### src/rtl/cpu_pkg.sv
// Shared definitions for the 9-bit CPU fetch path.
//   fetch_state_t : sequencer states (IDLE, RUN, DONE)
//   PW_DEFAULT    : default program-counter width
//   TARG_SEL_W    : width of the branch-offset LUT index
package cpu_pkg;

  localparam int unsigned PW_DEFAULT = 10;
  localparam int unsigned TARG_SEL_W = 2;

  typedef enum logic [1:0] {
    IDLE = 2'd0,
    RUN  = 2'd1,
    DONE = 2'd2
  } fetch_state_t;

endpackage

### src/rtl/lut_targets.sv
// Branch-offset lookup table: maps the decoder's TargSel index to a signed
// PW-bit two's-complement PC offset.
//   targ_sel_i : LUT index from the control decoder
//   offset_o   : selected offset, returned as raw PW-bit pattern
module lut_targets
  import cpu_pkg::*;
#(
  parameter int unsigned        PW = PW_DEFAULT,
  parameter logic signed [PW-1:0] T0 = PW'(3),
  parameter logic signed [PW-1:0] T1 = PW'(-4),
  parameter logic signed [PW-1:0] T2 = PW'(8),
  parameter logic signed [PW-1:0] T3 = PW'(-16)
) (
  input  logic [TARG_SEL_W-1:0] targ_sel_i,
  output logic [PW-1:0]         offset_o
);

  always_comb begin
    offset_o = T0;
    unique case (targ_sel_i)
      2'd0:    offset_o = T0;
      2'd1:    offset_o = T1;
      2'd2:    offset_o = T2;
      2'd3:    offset_o = T3;
      default: offset_o = T0;
    endcase
  end

endmodule

### src/rtl/instr_fetch.sv
// Program-counter and instruction-fetch sequencer. Owns the Start/Done run
// handshake and chooses the next instruction address from the decoder's
// Jump/BranchEn/TargSel/Ack outputs.
//   Clk, Reset          : clock and synchronous active-high reset
//   Start               : level, begin or restart the program
//   Hold                : freeze the sequencer this cycle while in RUN
//   Jump, BranchEn      : taken transfer requests (branch gated by CondFlag)
//   CondFlag            : ALU condition for BranchEn
//   TargSel             : branch-offset LUT index
//   Ack                 : program-complete instruction
//   ProgCtr             : registered instruction address
//   Done                : registered program-finished flag
//   Running             : high while in RUN
module instr_fetch
  import cpu_pkg::*;
#(
  parameter int unsigned          PW = PW_DEFAULT,
  parameter logic signed [PW-1:0] T0 = PW'(3),
  parameter logic signed [PW-1:0] T1 = PW'(-4),
  parameter logic signed [PW-1:0] T2 = PW'(8),
  parameter logic signed [PW-1:0] T3 = PW'(-16)
) (
  input  logic                  Clk,
  input  logic                  Reset,
  input  logic                  Start,
  input  logic                  Hold,
  input  logic                  Jump,
  input  logic                  BranchEn,
  input  logic                  CondFlag,
  input  logic [TARG_SEL_W-1:0] TargSel,
  input  logic                  Ack,
  output logic [PW-1:0]         ProgCtr,
  output logic                  Done,
  output logic                  Running
);

  fetch_state_t  state_q, state_d;
  logic [PW-1:0] pc_q, pc_d;
  logic          done_q, done_d;
  logic [PW-1:0] offset;
  logic          taken;

  lut_targets #(
    .PW (PW),
    .T0 (T0),
    .T1 (T1),
    .T2 (T2),
    .T3 (T3)
  ) u_lut_targets (
    .targ_sel_i (TargSel),
    .offset_o   (offset)
  );

  assign taken = Jump | (BranchEn & CondFlag);

  always_comb begin
    state_d = state_q;
    pc_d    = pc_q;
    unique case (state_q)
      IDLE: begin
        pc_d = '0;
        if (Start) state_d = RUN;
      end
      RUN: begin
        if (!Hold) begin
          // Ack is checked first: the all-ones Ack opcode also raises Jump/BranchEn.
          if (Ack) begin
            state_d = DONE;
          end else if (taken) begin
            // Offset is two's complement, so a plain PW-bit add wraps correctly.
            pc_d = pc_q + offset;
          end else begin
            pc_d = pc_q + PW'(1);
          end
        end
      end
      DONE: begin
        if (Start) begin
          state_d = RUN;
          pc_d    = '0;
        end
      end
      default: begin
        state_d = IDLE;
        pc_d    = '0;
      end
    endcase
    done_d = (state_d == DONE);
  end

  always_ff @(posedge Clk) begin
    if (Reset) begin
      state_q <= IDLE;
      pc_q    <= '0;
      done_q  <= 1'b0;
    end else begin
      state_q <= state_d;
      pc_q    <= pc_d;
      done_q  <= done_d;
    end
  end

  assign ProgCtr = pc_q;
  assign Done    = done_q;
  assign Running = (state_q == RUN);

endmodule

### config.mk
export PLATFORM = sky130hd
export DESIGN_NAME = instr_fetch
export DESIGN_NICKNAME = d
export VERILOG_FILES = /design/src/rtl/cpu_pkg.sv /design/src/rtl/lut_targets.sv /design/src/rtl/instr_fetch.sv
export SDC_FILE = /design/constraint.sdc
export NUM_CORES = 1
export LEC_CHECK = 0
export CORE_MARGIN = 3
export CORE_UTILIZATION = 45
export DETAILED_ROUTE_END_ITERATION = 8
export GPL_ROUTABILITY_DRIVEN = 0
export GPL_TIMING_DRIVEN = 0
export HOLD_SLACK_MARGIN = 0.15
export PLACE_DENSITY = 0.83
export SLEW_MARGIN = 10
export SYNTH_ARGS = -nofsm -noshare
export SYNTH_HDL_FRONTEND = slang
export SYNTH_SLANG_ARGS = --single-unit
### constraint.sdc
create_clock -name Clk -period 2.7 [get_ports Clk]
set_clock_uncertainty 0.05 [all_clocks]
set_input_delay 0.405 -clock Clk [delete_from_list [all_inputs] [get_ports Clk]]
set_output_delay 0.405 -clock Clk [all_outputs]
set_load 0.02 [all_outputs]
## Word-level counts from Yosys, hierarchy flattened

Index checks and enable logic that the tools add are counted.

| cells by class | value |
|---|---|
| $add $sub $neg | 2 |
| equality and inequality tests | 9 |
| mux-type cells | 10 |
| bitwise logic cells | 2 |
| reductions and logical operators | 4 |

Operators with widths:

| kind | number |
|---|---|
| 10-bit two-way mux | 4 |
| 10-bit case mux with 4 select lines | 1 |
| 10-bit case mux with 2 select lines | 1 |
| 10-bit by 1-bit adder with 10-bit output, second input constant | 1 |
| 10-bit adder | 1 |
| 2-bit equality test, second input constant | 4 |
| 2-bit two-way mux | 3 |
| 2-bit != test, second input constant | 3 |
| 2-bit by 1-bit equality test with 1-bit output, second input constant | 2 |
| 2-bit zero test | 2 |
| 2-bit case mux with 2 select lines | 1 |
| 3-bit AND reduction | 1 |
| 2-bit OR reduction | 1 |
| 1-bit bitwise AND | 1 |
| 1-bit bitwise OR | 1 |

| word-level totals | value |
|---|---|
| bits in registers | 13 |
| output and inout port bits | 12 |

## Logic depth before layout (Yosys ltp)

| logic depth | value |
|---|---|
| word-level depth | 7 |
| depth in mapped cells | 11 |
| gate-level depth less buffers | 11 |

## Modules after synthesis

A second synthesis with hierarchy kept.

| unflattened totals | value |
|---|---|
| cell total of the unflattened synthesis | 135 |
| area, all modules | 1068.5 um^2 |

Modules (own cells, without submodules):

| module | instances | cells each | area each (um^2) | seq. area each (um^2) |
|---|---|---|---|---|
| instr_fetch | 1 | 123 | 972.2 | 260.2 |
| lut_targets | 1 | 12 | 96.3 | 0.0 |

## Least setup slack after synthesis

Ideal clock, no wire load.

| path | value |
|---|---|
| kind | input to register |
| start | input TargSel[1] |
| end | register pc_q[8], in the netlist ProgCtr[8] |
| library setup time | 0.117 ns |
| data arrival time | 2.523 ns |
| required time | 2.533 ns |
| setup slack | 0.009 ns |
| cell stages on the path | 11 |
| buffers on the path | 0 |
| path through | inv_1 -> ha_1 -> or2_2 -> ha_1 -> inv_1 -> fa_1 -> nand2b_1 -> a21oi_2 -> o311a_1 -> or4_1 -> a32o_1 |

| on the way | value |
|---|---|
| word-level cells in the longest chain between the ends | 7 |
| elaborated cells on any way between the ends | 10 |

RTL lines:

| what | RTL line | source |
|---|---|---|
| start, declared | instr_fetch.sv:30 | `input logic [TARG_SEL_W-1:0] TargSel,` |
| 2-bit equality test (tied with other cells) | lut_targets.sv:20 | `unique case (targ_sel_i)` |
| 10-bit case mux with 4 select lines (*) | lut_targets.sv:20 |  |
| 10-bit adder (*) | instr_fetch.sv:71 | `pc_d = pc_q + offset;` |
| 10-bit two-way mux (*) | instr_fetch.sv:69 | `end else if (taken) begin` |
| 10-bit two-way mux (*) | instr_fetch.sv:67 | `if (Ack) begin` |
| 10-bit two-way mux (*) | instr_fetch.sv:65 | `if (!Hold) begin` |
| 10-bit case mux with 2 select lines (*) | instr_fetch.sv:59 | `unique case (state_q)` |
| end signal, assigned | instr_fetch.sv:98 | `pc_q <= pc_d;` |
| end, declared | instr_fetch.sv:38 | `logic [PW-1:0] pc_q, pc_d;` |

Mark *: on every way between the ends. The rest lies on a longest branch, timed or not. The select of a mux whose other input is x is not followed.
A chain may end at the register's enable or synchronous reset.

## Worst setup path in the final report

| path | value |
|---|---|
| start | input CondFlag |
| end | register pc_q[8], in the netlist ProgCtr[8] |

| on the way | value |
|---|---|
| word-level cells in the longest chain between the ends | 6 |

RTL lines:

| what | RTL line | source |
|---|---|---|
| start, declared | instr_fetch.sv:29 | `input logic CondFlag,` |
| 1-bit bitwise AND | instr_fetch.sv:54 | `assign taken = Jump \| (BranchEn & CondFlag);` |
| 1-bit bitwise OR | instr_fetch.sv:54 |  |
| 10-bit two-way mux | instr_fetch.sv:69 |  |
| 10-bit two-way mux | instr_fetch.sv:67 |  |
| 10-bit two-way mux | instr_fetch.sv:65 |  |
| 10-bit case mux with 2 select lines | instr_fetch.sv:59 |  |

Every way passes these cells. The select of a mux whose other input is x is not followed.

==> reports/qor.csv <==
metric;value;unit
p_total;428;µW
grt_pass1_vias;968;
grt_max_degree;11;
initial_utilization;49.9;%
grt_usage;19.2;%
pwr-share-comb;24.7;%
switching_power;129;µW
die_y;54.1;µm
dp_hpwl;1810;µm
critical_path_class;in -> reg;
antenna_found_initial;0;
status;complete, no violations;
start_kind;primary input;
crit_slowest_cell;or4_1;
power_density;312;mW/mm²
die_area;0.00292;mm²
crit_start;CondFlag;
period_share;94.7;%
drive_gt1_share;18.7;%
die_width;54.1;µm
crit_path_cell_trace;dlygate4sd2_1, a21oi_2, buf_6, or2_4, ha_4, inv_2, fa_2, nand2b_4, a21oi_4, o311a_1, or4_1, a32o_1;
syn_area;0.00104;mm²
peakVddDrop;283;µV
synth_nets;147;
n_fill_cell;176;
clk_path_buf_depth;2;
num_rows;16;
r2r_cells;8;
critical_path.top_delay_family;simple AND/OR/NAND/NOR gates;
syn_inst;126;
fin_util;65.9;%
synth-async-reset-ratio;0;%
critPathMaxFanout;5;
ctsHoldBuffers;0;
cap_violations;0;
first_iter_violations;25;
critPathBufInv;3;
cts.htree.levels;1;
endpoint;ProgCtr[8]$_SDFFE_PP0P_;
core;0.00208;mm²
r2r_setup_slack;0.52;ns
fin_ws;0.143;ns
r2r-start;ProgCtr[0]$_SDFFE_PP0P_;
synth_seq_cells;13;
numClockSinks;13;
pwr-share-clk;29.1;%
place_ws;-0.730;ns
wl_per_cell;13.5;µm
nNetsFinal;177;
diodes;0;
finalSetupViolCount;0;
hold_viol;0;
p_seq_share;46.2;%
min_period;2.56;ns
cts_root_buf;clkbuf_4;
avgSynthCellArea;8.25;µm²
hold_class;reg -> reg;
max_freq;0.391;GHz
port_buffers;21;
ys_warn_count;0;
yosysSeqAreaShare;25.0;%
multi_input_area;771;µm²
worst-endpoint-required;2.82;ns
totalWireLength;2460;µm
slew_headroom;62.4;%
tightest_slew;0.560;ns
num_io_pins;22;
arrival;2.68;ns
maxSlewViolCount;0;
crit_path_end_kind;flip-flop;
path_depth;12;
cts_buffers;3;
grt-ovfl-total;0;
cts_tree;done;
first_pass_iters;6;
internal-power;299;µW
critPathMaxStageDelay;0.40;ns
viasPerCell;5.63;
p_leak;0.591;nW
synth_cell_types;47;
clk_pin_slew;0.08;ns
rr_endpoint;ProgCtr[8]$_SDFFE_PP0P_;
grt_pass1_wl;4140;µm
synth-edff-count;0;
drc;0;
syn_to_final_growth;32.0;%
insertion_delay;0.28;ns
drtAntennaViolNets;0;
rsz0062_at_grt;no;
seq_area;260;µm²
swShare;30.1;%
vias;1024;
ys.flop_type;dfxtp_1;
==> through the flow <==
stage / cell area, µm² / cells / TNS, ns / hold slack, ns
6_report: 1370 / 182 / 0 / 0.433
5_1_grt: 1370 / 182 / 0 / 0.474
4_1_cts: 1370 / 182 / 0 / 0.435
3_5_place_dp: 1280 / 174 / -2.47 / 0.416
3_3_place_gp: 1280 / 174 / -2.07 / 0.405
2_1_floorplan: 1040 / 126 / 0 / 0.453
==> routing by layer <==
layer | wire length (µm) | GRT usage, %
met5 | 0 | 0
met4 | 0 | 1.66
met3 | 117 | 4.71
met2 | 1230 | 34.3
met1 | 1110 | 24.1
==> state kept, by name, indices dropped and copies added (netlist names) <==
register  flops
ProgCtr      10
state_q       2
Done          1
==> layout by cell type, fill, tap and decap left out, drive strengths merged, types with 2 or more instances in the layout <==
cell type,netlist,layout
nand2b,7,7
clkdlybuf4s50,0,16
ha,10,10
nand4,2,2
clkbuf,2,8
mux2i,2,2
dlygate4sd2,0,3
a32o,2,2
xnor2,2,2
or4,3,3
or3,3,3
a21o,3,3
inv,8,8
buf,2,6
nor2,15,15
xor2,2,2
o21ai,4,4
nand2,7,7
a22oi,2,2
nor2b,2,2
a31oi,2,2
dfxtp,13,13
nor3,6,6
a21oi,10,10
==> final cells by class <==
cell class,count,share of cell area [%]
flip-flops and latches,13,19.0
inverters,8,2.19
clock buffers,4,1.91
multi-input cells,101,56.2
repair buffers,25,16.5
plain buffers,4,1.82
well taps,27,2.46
==> kinds of logic (layout without fill, tap and decap cells) <==
group | after synthesis | count (layout) | synth area share (%)
xor gates and xnor gates | 4 | 4 | 3.37
and+or+nand+nor | 50 | 50 | 26.4
AOI/OAI and AO/OA | 33 | 33 | 23.0
DFF | 13 | 13 | 25.0
buffers and inverters | 12 | 41 | 5.29
adders and majority gates | 11 | 11 | 14.0
muxes | 3 | 3 | 3.01
==> worst register-to-register path, stage by stage (launching register included) <==
cell and delay [ns]:
dfxtp_1 0.36, ha_4 0.17, inv_2 0.05, fa_2 0.20, nand2b_4 0.13, a21oi_4 0.07
o311a_1 0.36, or4_1 0.40, a32o_1 0.26
==> cells in the mapped netlist (2+ instances only) <==
| master | instances | area [µm²] |
|---|---|---|
| a21o_1 | 3 | 22.5 |
| a21oi_1 | 8 | 40.0 |
| a21oi_2 | 2 | 17.5 |
| a22oi_1 | 2 | 15.0 |
| a31oi_1 | 2 | 12.5 |
| a32o_1 | 2 | 20.0 |
| dfxtp_1 | 13 | 260 |
| ha_1 | 10 | 125 |
| inv_1 | 8 | 30.0 |
| mux2i_1 | 2 | 20.0 |
| nand2_1 | 7 | 26.3 |
| nand2b_1 | 7 | 43.8 |
| nand4_1 | 2 | 12.5 |
| nor2_1 | 12 | 45.0 |
| nor2_2 | 2 | 12.5 |
| nor2b_1 | 2 | 12.5 |
| nor3_1 | 6 | 30.0 |
| o21ai_0 | 2 | 10.0 |
| or3_1 | 3 | 18.8 |
| or4_1 | 2 | 15.0 |
| xnor2_1 | 2 | 17.5 |
| xor2_1 | 2 | 17.5 |
==> how the worst min path moves through the flow <==
stage	to	cells past startpoint	slack, ns	from
after floorplan	state_q[0]$_SDFF_PP0_	2	0.45	state_q[0]$_SDFF_PP0_
after global placement	ProgCtr[9]$_SDFFE_PP0P_	1	0.40	ProgCtr[9]$_SDFFE_PP0P_
after detailed placement	ProgCtr[9]$_SDFFE_PP0P_	1	0.42	ProgCtr[9]$_SDFFE_PP0P_
after CTS	ProgCtr[9]$_SDFFE_PP0P_	1	0.43	ProgCtr[9]$_SDFFE_PP0P_
after global routing	ProgCtr[2]$_SDFFE_PP0P_	2	0.47	ProgCtr[2]$_SDFFE_PP0P_
final	ProgCtr[9]$_SDFFE_PP0P_	1	0.43	ProgCtr[9]$_SDFFE_PP0P_
==> power groups by stage <==
stage,Clock (mW),Sequential (mW),Combinational (mW)
2_1_floorplan,0,0.204,0.0610
6_report,0.125,0.198,0.106
4_1_cts,0.125,0.198,0.104
3_3_place_gp,0,0.202,0.0962
5_1_grt,0.136,0.198,0.116
3_5_place_dp,0,0.202,0.0992
==> what timing repair did <==
action | in CTS | in global routing
pin swaps | 6 | 0
gates cloned | 0 | 0
buffers inserted | 4 | 0
resized for setup | 15 | 5
endpoints found under the setup margin | 5 | 2
Power figures use the tool's default switching activity.
